**src/rtl/rv_pkg.sv**
```systemverilog
// Shared miniRV register-file definitions.
// Holds the default geometry of the integer register file, the architectural
// indices with special meaning (x0 hardwired zero, x2 stack pointer) and the
// index type used by anything that names a register.
package rv_pkg;

    localparam int unsigned XLEN     = 32;
    localparam int unsigned NUM_REGS = 32;
    localparam int unsigned ADDR_W   = 5;

    localparam int unsigned REG_ZERO = 0;
    localparam int unsigned REG_SP   = 2;

    typedef logic [ADDR_W-1:0] reg_idx_t;

endpackage

```
**src/rtl/decoder_5to32.sv**
```systemverilog
// Enabled binary-to-one-hot decoder for register row selection.
// Ports:
//   en_i     - decode enable; all outputs low when clear
//   addr_i   - binary row index
//   onehot_o - one-hot row strobe; indices at or above NumRegs never assert
module decoder_5to32 #(
    parameter int unsigned AddrW   = 5,
    parameter int unsigned NumRegs = 32
) (
    input  logic               en_i,
    input  logic [AddrW-1:0]   addr_i,
    output logic [NumRegs-1:0] onehot_o
);

    always_comb begin
        onehot_o = '0;
        for (int k = 0; k < NumRegs; k++) begin
            onehot_o[k] = en_i && (addr_i == AddrW'(k));
        end
    end

endmodule

```
**src/rtl/regfile_write_bank.sv**
```systemverilog
// Storage and write side of the miniRV integer register file.
// A single write port byte-merges wdata into the addressed register; every
// register is exported flat for the read-port multiplexers. x0 has no storage
// and reads as zero; x2 resets to SP_RESET.
// Ports:
//   clk, rst_n  - clock, asynchronous active-low reset
//   we          - write request
//   waddr       - destination register index
//   wdata       - write data
//   wstrb       - byte-lane enables, bit i covers wdata[8i+7:8i]
//   regs_flat   - reg k at [k*XLEN +: XLEN]
//   wr_onehot   - combinational decoded row strobe (bit 0 always low)
//   last_waddr  - index of the most recent committed write
//   last_valid  - set once any write has committed since reset
//   wr_cnt      - committed-write counter, wraps
module regfile_write_bank #(
    parameter int unsigned XLEN     = rv_pkg::XLEN,
    parameter int unsigned NUM_REGS = rv_pkg::NUM_REGS,
    parameter int unsigned ADDR_W   = rv_pkg::ADDR_W,
    parameter logic [XLEN-1:0] SP_RESET = '0,
    parameter int unsigned CNT_W    = 16
) (
    input  logic                     clk,
    input  logic                     rst_n,
    input  logic                     we,
    input  logic [ADDR_W-1:0]        waddr,
    input  logic [XLEN-1:0]          wdata,
    input  logic [XLEN/8-1:0]        wstrb,
    output logic [NUM_REGS*XLEN-1:0] regs_flat,
    output logic [NUM_REGS-1:0]      wr_onehot,
    output logic [ADDR_W-1:0]        last_waddr,
    output logic                     last_valid,
    output logic [CNT_W-1:0]         wr_cnt
);

    import rv_pkg::*;

    localparam int unsigned NumBytes = XLEN / 8;
    // One extra bit so NUM_REGS = 2**ADDR_W is representable in the compare.
    localparam logic [ADDR_W:0] NumRegsW = (ADDR_W + 1)'(NUM_REGS);

    logic [NUM_REGS-1:0] dec_onehot;
    logic                commit;

    logic [ADDR_W-1:0] last_waddr_q, last_waddr_d;
    logic              last_valid_q, last_valid_d;
    logic [CNT_W-1:0]  wr_cnt_q, wr_cnt_d;

    decoder_5to32 #(
        .AddrW   (ADDR_W),
        .NumRegs (NUM_REGS)
    ) u_dec (
        .en_i     (we),
        .addr_i   (waddr),
        .onehot_o (dec_onehot)
    );

    // x0 never gets a strobe, whatever the decoder says.
    assign wr_onehot = dec_onehot & ~NUM_REGS'(1);

    assign commit = we && (waddr != '0) && ({1'b0, waddr} < NumRegsW) && (wstrb != '0);

    assign regs_flat[XLEN-1:0] = '0;

    for (genvar r = 1; r < NUM_REGS; r++) begin : g_row
        localparam logic [XLEN-1:0] RstVal = (r == REG_SP) ? SP_RESET : '0;

        logic [XLEN-1:0] row_q, row_d;

        always_comb begin
            row_d = row_q;
            if (commit && wr_onehot[r]) begin
                for (int b = 0; b < NumBytes; b++) begin
                    if (wstrb[b]) begin
                        row_d[8*b +: 8] = wdata[8*b +: 8];
                    end
                end
            end
        end

        always_ff @(posedge clk or negedge rst_n) begin
            if (!rst_n) begin
                row_q <= RstVal;
            end else begin
                row_q <= row_d;
            end
        end

        assign regs_flat[r*XLEN +: XLEN] = row_q;
    end

    always_comb begin
        last_waddr_d = last_waddr_q;
        last_valid_d = last_valid_q;
        wr_cnt_d     = wr_cnt_q;
        if (commit) begin
            last_waddr_d = waddr;
            last_valid_d = 1'b1;
            wr_cnt_d     = wr_cnt_q + CNT_W'(1);
        end
    end

    always_ff @(posedge clk or negedge rst_n) begin
        if (!rst_n) begin
            last_waddr_q <= '0;
            last_valid_q <= 1'b0;
            wr_cnt_q     <= '0;
        end else begin
            last_waddr_q <= last_waddr_d;
            last_valid_q <= last_valid_d;
            wr_cnt_q     <= wr_cnt_d;
        end
    end

    assign last_waddr = last_waddr_q;
    assign last_valid = last_valid_q;
    assign wr_cnt     = wr_cnt_q;

endmodule

```
**config.mk**
```make
export PLATFORM = sky130hd
export DESIGN_NAME = regfile_write_bank
export DESIGN_NICKNAME = d
export VERILOG_FILES = /design/src/rtl/rv_pkg.sv /design/src/rtl/decoder_5to32.sv /design/src/rtl/regfile_write_bank.sv
export SDC_FILE = /design/constraint.sdc
export NUM_CORES = 1
export LEC_CHECK = 0
export ABC_CLOCK_PERIOD_IN_PS = 3400
export CAP_MARGIN = 20
export CORE_AREA = 8 8 435 437
export DETAILED_ROUTE_END_ITERATION = 16
export DIE_AREA = 0 0 443 445
export PLACE_DENSITY_LB_ADDON = 0.3
export SYNTH_ARGS = -nofsm -noshare
export SYNTH_HDL_FRONTEND = slang
export SYNTH_HIERARCHICAL = 1
export SYNTH_SLANG_ARGS = --single-unit
```
**constraint.sdc**
```tcl
create_clock -name clk -period 3.4 [get_ports clk]
set_input_delay 0.34 -clock clk [delete_from_list [all_inputs] [get_ports clk]]
set_output_delay 0.34 -clock clk [all_outputs]
set_load 0.02 [all_outputs]
```
### Word-level counts from Yosys, hierarchy flattened

Cells that the tools add are included.

| storage, ports and cells | value |
|---|---|
| register bits after elaboration | 1014 |
| latch bits | 0 |
| memory bits (writable) | 0 |
| bits in read-only memories | 0 |
| input bits | 44 |
| memories | 0 |

| cells by class | value |
|---|---|
| add/sub/neg operators | 1 |
| multiply operators | 0 |
| divide/modulo/power cells | 0 |
| $lt $le $gt $ge | 0 |
| equal/unequal tests | 31 |
| shifts and indexed selects | 0 |
| mux-type cells | 0 |
| bitwise operators | 0 |
| reductions and logical operators | 190 |

Operators with widths:

| cell | count |
|---|---|
| AND reduction 2 bit | 124 |
| == test 5 bit, second input constant | 16 |
| logical AND 1 bit | 64 |
| == test 5 x 4 -> 1 bit, second input constant | 8 |
| == test 5 x 3 -> 1 bit, second input constant | 4 |
| adder 16 x 1 -> 16 bit, second input constant | 1 |
| == test 5 x 2 -> 1 bit, second input constant | 2 |
| == test 5 x 1 -> 1 bit, second input constant | 1 |
| nonzero test 5 bit | 1 |
| nonzero test 4 bit | 1 |

### Longest topological paths before layout

Gate-level depths: netlist of the first run.

| depth | value |
|---|---|
| depth after elaboration | 5 |
| gate-level depth with buffers | 7 |
| depth with buffers taken out | 5 |

### Modules after synthesis

Netlist of the first run, hierarchy kept.

Modules (own cells, without submodules):

| module | times used | cells an instance | area each (µm²) |
|---|---|---|---|
| regfile_write_bank | 1 | 2349 | 43892.1 |
| decoder_5to32 | 1 | 47 | 230.2 |

### Worst setup path after synthesis of the first run

No wires, ideal clock.

| timing path | value |
|---|---|
| path kind | input-to-reg |
| start | in waddr[4] |
| end | reg g_row[1].row_q[31] |
| library setup time | 0.125 ns |
| data arrival time | 2.582 ns |
| path slack | 0.693 ns |
| stages on the path | 4 |
| path buffers | 0 |
| path through | or4b_1 nor2_1 nand2_8 mux2_4 |

RTL lines:

| item | RTL line | RTL |
|---|---|---|
| from (decl) | regfile_write_bank.sv:26 | `input logic [ADDR_W-1:0] waddr,` |
| == test 5 x 1 -> 1 bit | decoder_5to32.sv:18 | `onehot_o[k] = en_i && (addr_i == AddrW'(k));` |
| logical AND 1 bit | decoder_5to32.sv:18 |  |
| via wr_onehot[1] | regfile_write_bank.sv:30 | `output logic [NUM_REGS-1:0] wr_onehot,` |
| logical AND 1 bit | regfile_write_bank.sv:72 | `if (commit && wr_onehot[r]) begin` |
| AND reduction 2 bit (no source line) | - |  |
| to (signal assigned) | regfile_write_bank.sv:83 | `row_q <= RstVal;` |
| to (signal assigned) | regfile_write_bank.sv:85 | `row_q <= row_d;` |
| to (decl) | regfile_write_bank.sv:68 | `logic [XLEN-1:0] row_q, row_d;` |

The timed path passes the listed nets, and every way through them passes these cells.
A chain may end at the register's enable or synchronous reset.

### Final worst setup path of the first run

| timing path | value |
|---|---|
| start | in waddr[0] |
| end | out wr_onehot[17] |

| on the way | value |
|---|---|
| cells in the longest elaborated chain, start to end | 2 |

Ends and longest elaborated chain:

| item | RTL line |
|---|---|
| == test 5 bit | decoder_5to32.sv:18 |
| logical AND 1 bit | decoder_5to32.sv:18 |
| to (decl) | regfile_write_bank.sv:30 |

No other way between the ends.

==> results.json, run 1 <==
{
  "status": "completed",
  "rrSetupSlack_ns": 1.26,
  "crit_path_start_kind": "primary input",
  "drc_errors": 0,
  "root_buffer": "clkbuf_16",
  "detail-route-antenna-nets": 0,
  "portBuffers": 1088,
  "rows": 157,
  "avgViaCountPerCell": 4.140,
  "core-area_um2": 182100,
  "antenna_found_initial": 8,
  "setup_tns_ns": 0,
  "cts_buffer_depth": 3,
  "place_inst": 5886,
  "fp.dieW_um": 443,
  "grt_usage_pct": 17.77,
  "cts_tree": "done",
  "relSlewSlack_pct": 23.47,
  "start_util_pct": 24.23,
  "path_class": "primary input to output pin",
  "drt_wl_total_mm": 181.9,
  "combPwrFrac_pct": 19.5,
  "dieArea_um2": 197100,
  "avgSynthCellArea_um2": 18.42,
  "synth.cell_area_um2": 44120,
  "p_seq_share_pct": 42.2,
  "fillers": 17610,
  "arrival_ns": 2.78,
  "post-route-period-util_pct": 91.71,
  "wl_per_cell_um": 29.81,
  "hpwl_mm": 134.4,
  "p_int_uw": 23270,
  "tightest_slew_ns": 1.148,
  "htreeDepth": 3,
  "grt_pass1_vias": 27490,
  "r2r_end": "wr_cnt[11]$_DFFE_PN0P_",
  "switching_share_pct": 28.62,
  "critPathCaptureType": "output pin",
  "io-pin-count": 1122,
  "hold_violations": 0,
  "synth_cells": 2395,
  "finalNetCount": 3665,
  "die_h_um": 445,
  "vias": 25270,
  "final-setup-viol-count": 0,
  "cts_resized": 0,
  "overflow": 0,
  "drt_iter0_markers": 1266,
  "leakage_uw": 0.03015,
  "clkSinkCount": 1014,
  "synth-warning-count": 6,
  "rr_worst_depth": 4,
  "crit_required_ns": 3.06,
  "clk_pin_slew_ns": 0.06,
  "max_clock_freq_ghz": 0.3207,
  "rsz0062_at_grt": "no",
  "clk_latency_ns": 0.75,
  "drive_gt1_share_pct": 40.06,
  "drt-pass1-iter-count": 4,
  "skew_ns": 0.006421,
  "cts_made_buffers": 116,
  "syn_to_final_growth_pct": 41.58,
  "power_density_nw_per_um2": 521.9,
  "critPathMaxFanout": 7,
  "max-vdd-ir-drop_mv": 0.3463,
  "gp_congestion": 0.7595,
  "r2r_start": "wr_cnt[5]$_DFFE_PN0P_",
  "grt_max_degree": 88,
  "clkPwrFrac_pct": 38.3,
  "final-instance-count-excl-fill": 6103,
  "hp-class": "primary input to asynchronous set/reset pin",
  "cap_violations": 0,
  "period_minus_slack_ns": 3.118,
  "p_sw_uw": 9330,
  "slew_violations": 0,
  "grt_pass1_wl_mm": 248.3
}
[power groups by stage]
| stage | clock network (uW) | logic [uW] | registers (uW) |
|---|---|---|---|
| 6_report | 12500 | 6360 | 13800 |
| 5_1_grt | 13300 | 6640 | 13900 |
| 4_1_cts | 12900 | 6480 | 13800 |
| 3_5_place_dp | 0 | 6470 | 13900 |
| 3_3_place_gp | 0 | 6450 | 13900 |
| 2_1_floorplan | 0 | 1840 | 15100 |
[per-layer routing]
metal | track usage, % | part of all wire (%) | vias to the layer above
li1 | - | - | 10780
met1 | 20.75 | 39 | 13400
met2 | 30.24 | 50 | 814
met3 | 5.086 | 6.1 | 272
met4 | 8.226 | 4.9 | 0
met5 | 0 | 0 | -
[final cells by class]
cell class	count	area, um^2	area share [%]
flip-flops and latches	1014	25370	40.62
multi-input cells	1261	18210	29.14
repair buffers	1226	12110	19.39
clock buffers	179	3491	5.588
well taps	2385	2984	4.777
clock inverters	28	275.3	0.4407
diodes	9	22.52	0.03605
inverters	1	3.754	0.006009
[how the worst max path moves through the flow]
| stage | startpoint | to | slack [ns] | depth (start not counted) |
|---|---|---|---|---|
| floorplan | waddr[4] | g_row[1].row_q[31]$_DFFE_PN0P_ | 0.72 | 4 |
| global placement | we | wr_onehot[17] | 0.20 | 6 |
| detailed placement | waddr[0] | wr_onehot[17] | 0.21 | 4 |
| CTS | waddr[0] | wr_onehot[17] | 0.19 | 4 |
| global route | waddr[0] | wr_onehot[17] | 0.18 | 4 |
| finish | waddr[0] | wr_onehot[17] | 0.28 | 4 |
[stage by stage]
stage          worst slack (ns)  total power [uW]  hold slack, ns  cell area (um^2)  utilization, %
4_1_cts                  0.1931             33150          0.1545             62440           34.29
2_1_floorplan            0.7190             16920         0.04441             44240               -
3_3_place_gp             0.2033             20400          0.4435             58670           32.22
5_1_grt                  0.1786             33810          0.2251             62460           34.30
3_5_place_dp             0.2054             20420          0.4421             58670           32.22
6_report                 0.2818             32600          0.2231             62460           34.30
[registers in the layout, indices dropped and copies added (netlist names)]
signal,count
wr_cnt,16
last_valid,1
last_waddr,5
g_row.row_q,992
[cell usage in the layout, fill, tap and decap left out, types with 5 or more instances in the layout]
cell type,instances
clkdlybuf4s50_1,1069
conb_1,33
mux2_4,952
buf_12,20
clkbuf_8,33
xnor2_1,10
clkinv_2,14
buf_2,12
nor2_4,31
buf_4,123
clkbuf_1,29
diode_2,9
xor2_1,5
mux2_2,40
nand2_1,22
nand3_1,6
nand2_8,120
dfrtp_1,1014
clkbuf_16,117
nand4_1,6
[timing repair]
action	4_1_cts	5_1_grt
buffers inserted	0	0
hold buffers	1	0
endpoints found under the hold margin	60	0
[critical path: stages]
cell and delay [ns]:
clkdlybuf4s50_1 0.59, nand2b_1 0.37, nor2_4 0.66, clkdlybuf4s50_1 0.78
(Power assumes the default switching activity.)
==> inputs of run 2 (changes only) <==
==> constraint.sdc (replaced) <==
create_clock -name clk -period 3.4 [get_ports clk]
set_input_delay 0.34 -clock clk [delete_from_list [all_inputs] [get_ports clk]]
set_output_delay 0.34 -clock clk [all_outputs]
set_load 0.05 [all_outputs]
==> run 2 against run 1 <==
Compared with the run above: non-clock buffer count is 20 lower; critical endpoint is now wr_onehot[10]; maximum frequency is 5.3% higher; wire length is 2.4% lower; critical path depth is 1 higher; cell count is 0.28% lower.
==> results.json, run 2 (same netlist as run 1, synthesis figures left out) <==
{
  "root_buffer": "clkbuf_16",
  "cts_buffer_depth": 3,
  "setup_tns_ns": 0,
  "fin_util_pct": 34.52,
  "grt_max_degree": 113,
  "r2r_start": "wr_cnt[5]$_DFFE_PN0P_",
  "postCtsSetupBuffers": 0,
  "power_density_nw_per_um2": 562.7,
  "critPathLaunch": "waddr[1]",
  "dieArea_um2": 197100,
  "path_depth": 5,
  "cp_num_buf_inv": 3,
  "syn_to_final_growth_pct": 42.48,
  "clk_latency_ns": 0.76,
  "r2r_end": "wr_cnt[11]$_DFFE_PN0P_",
  "detail-route-antenna-nets": 0,
  "path_cells": "clkdlybuf4s50_1 -> nand2b_1 -> nor2_4 -> buf_4 -> buf_12",
  "slowest_stage": "clkdlybuf4s50_1",
  "grt_pass1_vias": 27100,
  "wl_per_cell_um": 29.17,
  "final-setup-viol-count": 0,
  "arrival_ns": 2.62,
  "vias": 24940,
  "antenna_found_initial": 2,
  "setup_ws_ns": 0.4377,
  "rsz0062_at_grt": "no",
  "rows": 157,
  "cap_violations": 0,
  "hpwl_mm": 129.4,
  "critPathMaxFanout": 11,
  "hold_violations": 0,
  "max_clock_freq_ghz": 0.3376,
  "tightest_slew_ns": 1.104,
  "period_minus_slack_ns": 2.962,
  "drc_errors": 0,
  "relSlewSlack_pct": 26.41,
  "fp.dieW_um": 443,
  "hp-class": "primary input to asynchronous set/reset pin",
  "rr_worst_depth": 4,
  "status": "completed",
  "path_class": "primary input to output pin",
  "final_common_cell": "clkdlybuf4s50_1",
  "skew_ns": 0.02158,
  "crit_path_start_kind": "primary input",
  "overflow": 0,
  "start_util_pct": 24.23,
  "final_cell_mix": "clkdlybuf4s50_1, dfrtp_1, mux2_4",
  "grt_usage_pct": 17.40,
  "fillers": 17540,
  "finalNetCount": 3644,
  "leakage_uw": 0.03029,
  "drt-pass1-iter-count": 4,
  "cts_made_buffers": 115,
  "max-vdd-ir-drop_mv": 0.4106,
  "clkSinkCount": 1014,
  "post-route-period-util_pct": 87.13,
  "drt_wl_total_mm": 177.5,
  "rrSetupSlack_ns": 1.28,
  "grt_pass1_wl_mm": 243.8,
  "drt_iter0_markers": 1248,
  "critPathCaptureType": "output pin",
  "largest-register": "g_row.row_q",
  "drive_gt1_share_pct": 40.81,
  "portBuffers": 1088,
  "die_h_um": 445,
  "cp_top_family": "buffers and inverters",
  "htreeDepth": 3,
  "slowest_delay_ns": 0.77,
  "io-pin-count": 1122,
  "gp_congestion": 0.7679,
  "clk_pin_slew_ns": 0.06,
  "endpoint": "wr_onehot[10]",
  "avgViaCountPerCell": 4.098,
  "pre_cts_slack_ns": 0.3289,
  "cts_tree": "done",
  "slew_violations": 0,
  "core-area_um2": 182100,
  "crit_required_ns": 3.06,
  "largest_register_ffs": 992
}
run 2: cell count changes in the layout (fill, tap and decap cells not counted), moves of 5 or more:
cell	before	now
buf_12	20	56
buf_4	123	92
bufinv_16	1	6
clkbuf_1	29	21
clkdlybuf4s50_1	1069	1044
clkinv_2	14	27
diode_2	9	1
run 2: routing by layer:
| metal | track usage, % | wire length, um | up-vias |
|---|---|---|---|
| li1 | - | - | 10730 |
| met1 | 20.49 | 70270 | 13240 |
| met2 | 30.30 | 90090 | 769 |
| met3 | 4.937 | 10900 | 203 |
| met4 | 6.233 | 6246 | 0 |
| met5 | 0 | 0 | - |
run 2: worst min path at each step:
stage | start | to | slack, ns | depth (start not counted)
CTS | rst_n | g_row[7].row_q[0]$_DFFE_PN0P_ | 0.17 | 2
global route | rst_n | g_row[7].row_q[3]$_DFFE_PN0P_ | 0.23 | 2
floorplan | rst_n | g_row[10].row_q[0]$_DFFE_PN0P_ | 0.04 | 0
finish | rst_n | g_row[7].row_q[2]$_DFFE_PN0P_ | 0.26 | 2
global placement | rst_n | g_row[7].row_q[3]$_DFFE_PN0P_ | 0.43 | 1
detailed placement | rst_n | g_row[7].row_q[3]$_DFFE_PN0P_ | 0.43 | 1
run 2: worst reg2reg max path: cells and delay by family, from the launching register on:
family	cells	cell delay, ns
xor+xnor	1	0.16
flops	1	0.44
simple gates	3	1.43
run 2: cell type report:
type | instances | area (um^2) | share of cell area [%]
tap | 2385 | 2984 | 4.747
multi-input combinational | 1261 | 18210 | 28.96
antenna | 1 | 2.502 | 0.003981
inverter | 1 | 3.754 | 0.005971
clock buffer | 169 | 3411 | 5.426
timing repair buffer | 1206 | 12350 | 19.64
sequential | 1014 | 25370 | 40.37
clock inverter | 49 | 531.8 | 0.8460
run 2: timing repair:
action / CTS / global route
hold endpoints to repair: 40 / 0
hold buffers: 1 / 0
resized for setup: 0 / 0
run 2: per-stage QoR:
| stage | power (uW) | hold slack, ns | cells | area (um^2) |
|---|---|---|---|---|
| 2_1_floorplan | 19290 | 0.04441 | 2427 | 44240 |
| 6_report | 35370 | 0.2607 | 6086 | 62860 |
| 5_1_grt | 36680 | 0.2261 | 6086 | 62860 |
| 3_3_place_gp | 22760 | 0.4279 | 5866 | 58900 |
| 3_5_place_dp | 22790 | 0.4296 | 5866 | 58900 |
| 4_1_cts | 35950 | 0.1717 | 6085 | 62860 |
run 2: report_power, final:
part	internal, uW	total, uW	switching, uW	leakage (uW)
clock network	7440	12900	5450	0.00195
logic	3040	8740	5690	0.0146
registers	13100	13800	676	0.0138
total	23600	35400	11800	0.0303
==> inputs of run 3 (changes only) <==
--- a/config.mk
+++ b/config.mk
@@ -5,11 +5,12 @@
 export SDC_FILE = /design/constraint.sdc
 export NUM_CORES = 1
 export LEC_CHECK = 0
-export ABC_CLOCK_PERIOD_IN_PS = 3400
+export ABC_AREA = 1
+export ABC_CLOCK_PERIOD_IN_PS = 3000
 export CAP_MARGIN = 20
-export CORE_AREA = 8 8 435 437
+export CORE_AREA = 8 8 425 427
 export DETAILED_ROUTE_END_ITERATION = 16
-export DIE_AREA = 0 0 443 445
+export DIE_AREA = 0 0 433 435
 export PLACE_DENSITY_LB_ADDON = 0.3
 export SYNTH_ARGS = -nofsm -noshare
 export SYNTH_HDL_FRONTEND = slang
==> constraint.sdc (replaced) <==
create_clock -name clk -period 3 [get_ports clk]
set_input_delay 0.3 -clock clk [delete_from_list [all_inputs] [get_ports clk]]
set_output_delay 0.3 -clock clk [all_outputs]
set_load 0.05 [all_outputs]
==> run 3 against run 2 <==
Compared with the run above: wire length increased by 29%; sequential cell count unchanged; utilization increased by 0.32 points; synthesized cell count increased by 98%; hold slack got worse by 0.18 ns; die area decreased by 4.5%; total power increased by 13%; non-clock buffer count increased by 71; first-iteration DRC count increased to 3.2 times the previous value; sequential share of layout area increased by 1.7 points; clock skew increased by 0.036 ns; design area decreased by 4.0%; critical endpoint is now regs_flat[35]; largest power group unchanged.
==> results.json, run 3 <==
{
  "status": "completed",
  "core-area_um2": 173200,
  "clk_pin_slew_ns": 0.06,
  "grt_usage_pct": 23.20,
  "antenna_found_initial": 8,
  "rows": 153,
  "gp_congestion": 0.8522,
  "hp-class": "primary input to flop",
  "path_class": "flop to output pin",
  "drc_errors": 0,
  "tightest_slew_ns": 1.128,
  "overflow": 0,
  "largest-register": "g_row.row_q",
  "htreeDepth": 3,
  "grt_max_degree": 151,
  "io-pin-count": 1122,
  "start_util_pct": 24.23,
  "relSlewSlack_pct": 24.79,
  "cts_resized": 0,
  "die_h_um": 435,
  "syn_to_final_growth_pct": 43.79,
  "finalNetCount": 5845,
  "detail-route-antenna-nets": 0,
  "grt_util_met3_pct": 5.846,
  "max_clock_freq_ghz": 0.3846,
  "avgViaCountPerCell": 4.911,
  "critPathMaxFanout": 2,
  "postCtsSetupBuffers": 0,
  "hold_buffers": 13,
  "slew_violations": 0,
  "switching_share_pct": 35.06,
  "synth.cell_area_um2": 41980,
  "drt-pass1-iter-count": 6,
  "cp_top_family": "buffers and inverters",
  "skew_ns": 0.05791,
  "wl_per_cell_um": 27.94,
  "cts_made_buffers": 115,
  "met2_usage_pct": 38.88,
  "rsz0062_at_grt": "no",
  "place_inst": 7995,
  "grt_pass1_wl_mm": 315.8,
  "p_int_uw": 26020,
  "drt_wl_total_mm": 229.8,
  "path_cells": "clkdlybuf4s50_1",
  "p_sw_uw": 14050,
  "cts_tree": "done",
  "power_density_nw_per_um2": 663.9,
  "slowest_stage": "clkdlybuf4s50_1",
  "clk_latency_ns": 0.77,
  "clkPwrFrac_pct": 37.3,
  "final-setup-viol-count": 0,
  "drive_gt1_share_pct": 10.06,
  "rrSetupSlack_ns": 1.39,
  "portBuffers": 1088,
  "setup_tns_ns": 0,
  "grt_pass1_vias": 38560,
  "hold_violations": 0,
  "final_cell_mix": "nand2_1, clkdlybuf4s50_1, dfrtp_1",
  "drt_iter0_markers": 4007,
  "grt.met1_usage_pct": 27.54,
  "slowest_delay_ns": 0.91,
  "cp_num_buf_inv": 1,
  "hpwl_mm": 158.0,
  "max-vdd-ir-drop_mv": 0.5482,
  "power_uw": 40080,
  "grt.busiest_layer": "met2",
  "dieArea_um2": 188400,
  "synth-warning-count": 6,
  "combPwrFrac_pct": 23.8,
  "arrival_ns": 2.30,
  "cap_violations": 0,
  "post-route-period-util_pct": 86.66,
  "root_buffer": "clkbuf_16",
  "vias": 40390,
  "fp.dieW_um": 433,
  "holdWs_ns": 0.08109,
  "final_common_cell": "nand2_1",
  "crit_required_ns": 2.70,
  "largest_register_ffs": 992,
  "leakage_uw": 0.02961,
  "p_seq_share_pct": 38.9,
  "final-instance-count-excl-fill": 8224,
  "synth_cells": 4742,
  "crit_path_start_kind": "flop",
  "avgSynthCellArea_um2": 8.853,
  "cts_buffer_depth": 3,
  "critPathCaptureType": "output pin",
  "clkSinkCount": 1014,
  "period_minus_slack_ns": 2.600
}
==> run 3: cell count changes in the layout (fill, tap and decap cells not counted), sizes merged, moves of 9 or more <==
cell / delta
buf: +87
clkdlybuf4s50: -28
dlygate4sd3: +12
inv: +54
mux2: -992
nand2: +1922
nand3: +1116
nor2: +54
o21ai: +9
==> run 3: cell type report <==
class	count	area, um^2
clock inverters	48	649.4
well taps	2325	2909
multi-input cells	3338	14800
clock buffers	163	3339
repair buffers	1277	13070
inverters	54	202.7
flip-flops and latches	1014	25370
diodes	5	12.51
fillers	17620	112900
==> run 3: stage by stage <==
| step | cell area, um^2 | setup WS, ns | utilization [%] |
|---|---|---|---|
| after global routing | 60350 | 0.2667 | 34.84 |
| after detailed placement | 56230 | 0.1864 | 32.46 |
| final | 60360 | 0.4001 | 34.84 |
| after CTS | 60350 | 0.2055 | 34.83 |
| after global placement | 56210 | 0.1731 | 32.45 |
| after floorplan | 42100 | 0.6887 | - |
==> run 3: metal layers <==
| layer | vias to the layer above | wire (um) | share of wire (%) |
|---|---|---|---|
| met5 | - | 45 | 0.020 |
| met1 | 20400 | 85860 | 37 |
| met2 | 2159 | 109700 | 48 |
| met4 | 8 | 14020 | 6.1 |
| li1 | 17300 | - | - |
| met3 | 529 | 20130 | 8.8 |
==> run 3: power groups by stage <==
stage / Clock, uW / Combinational, uW / Sequential (uW)
floorplan: 0 / 1600 / 19500
global placement: 0 / 9520 / 15800
detailed placement: 0 / 9580 / 15800
CTS: 15200 / 9610 / 15600
global route: 15700 / 9890 / 15700
finish: 14900 / 9540 / 15600
==> run 3: final timing paths <==
kind | from | end | cells past startpoint
worst min-delay path | wstrb[3] | g_row[17].row_q[24]$_DFFE_PN0P_ | 4
min in group asynchronous | rst_n | g_row[5].row_q[11]$_DFFE_PN0P_ | 2
max in group asynchronous | rst_n | g_row[2].row_q[5]$_DFFE_PN0P_ | 3
worst min register to register | g_row[13].row_q[23]$_DFFE_PN0P_ | g_row[13].row_q[23]$_DFFE_PN0P_ | 2
worst max register to register | wr_cnt[0]$_DFFE_PN0P_ | wr_cnt[10]$_DFFE_PN0P_ | 7
worst max-delay path | g_row[1].row_q[3]$_DFFE_PN0P_ | regs_flat[35] | 1
==> run 3: worst min-delay path, delay by kind of cell <==
kind / cells / cell delay, ns
buf+inv: 2 / 0.27
simple gates: 2 / 0.19
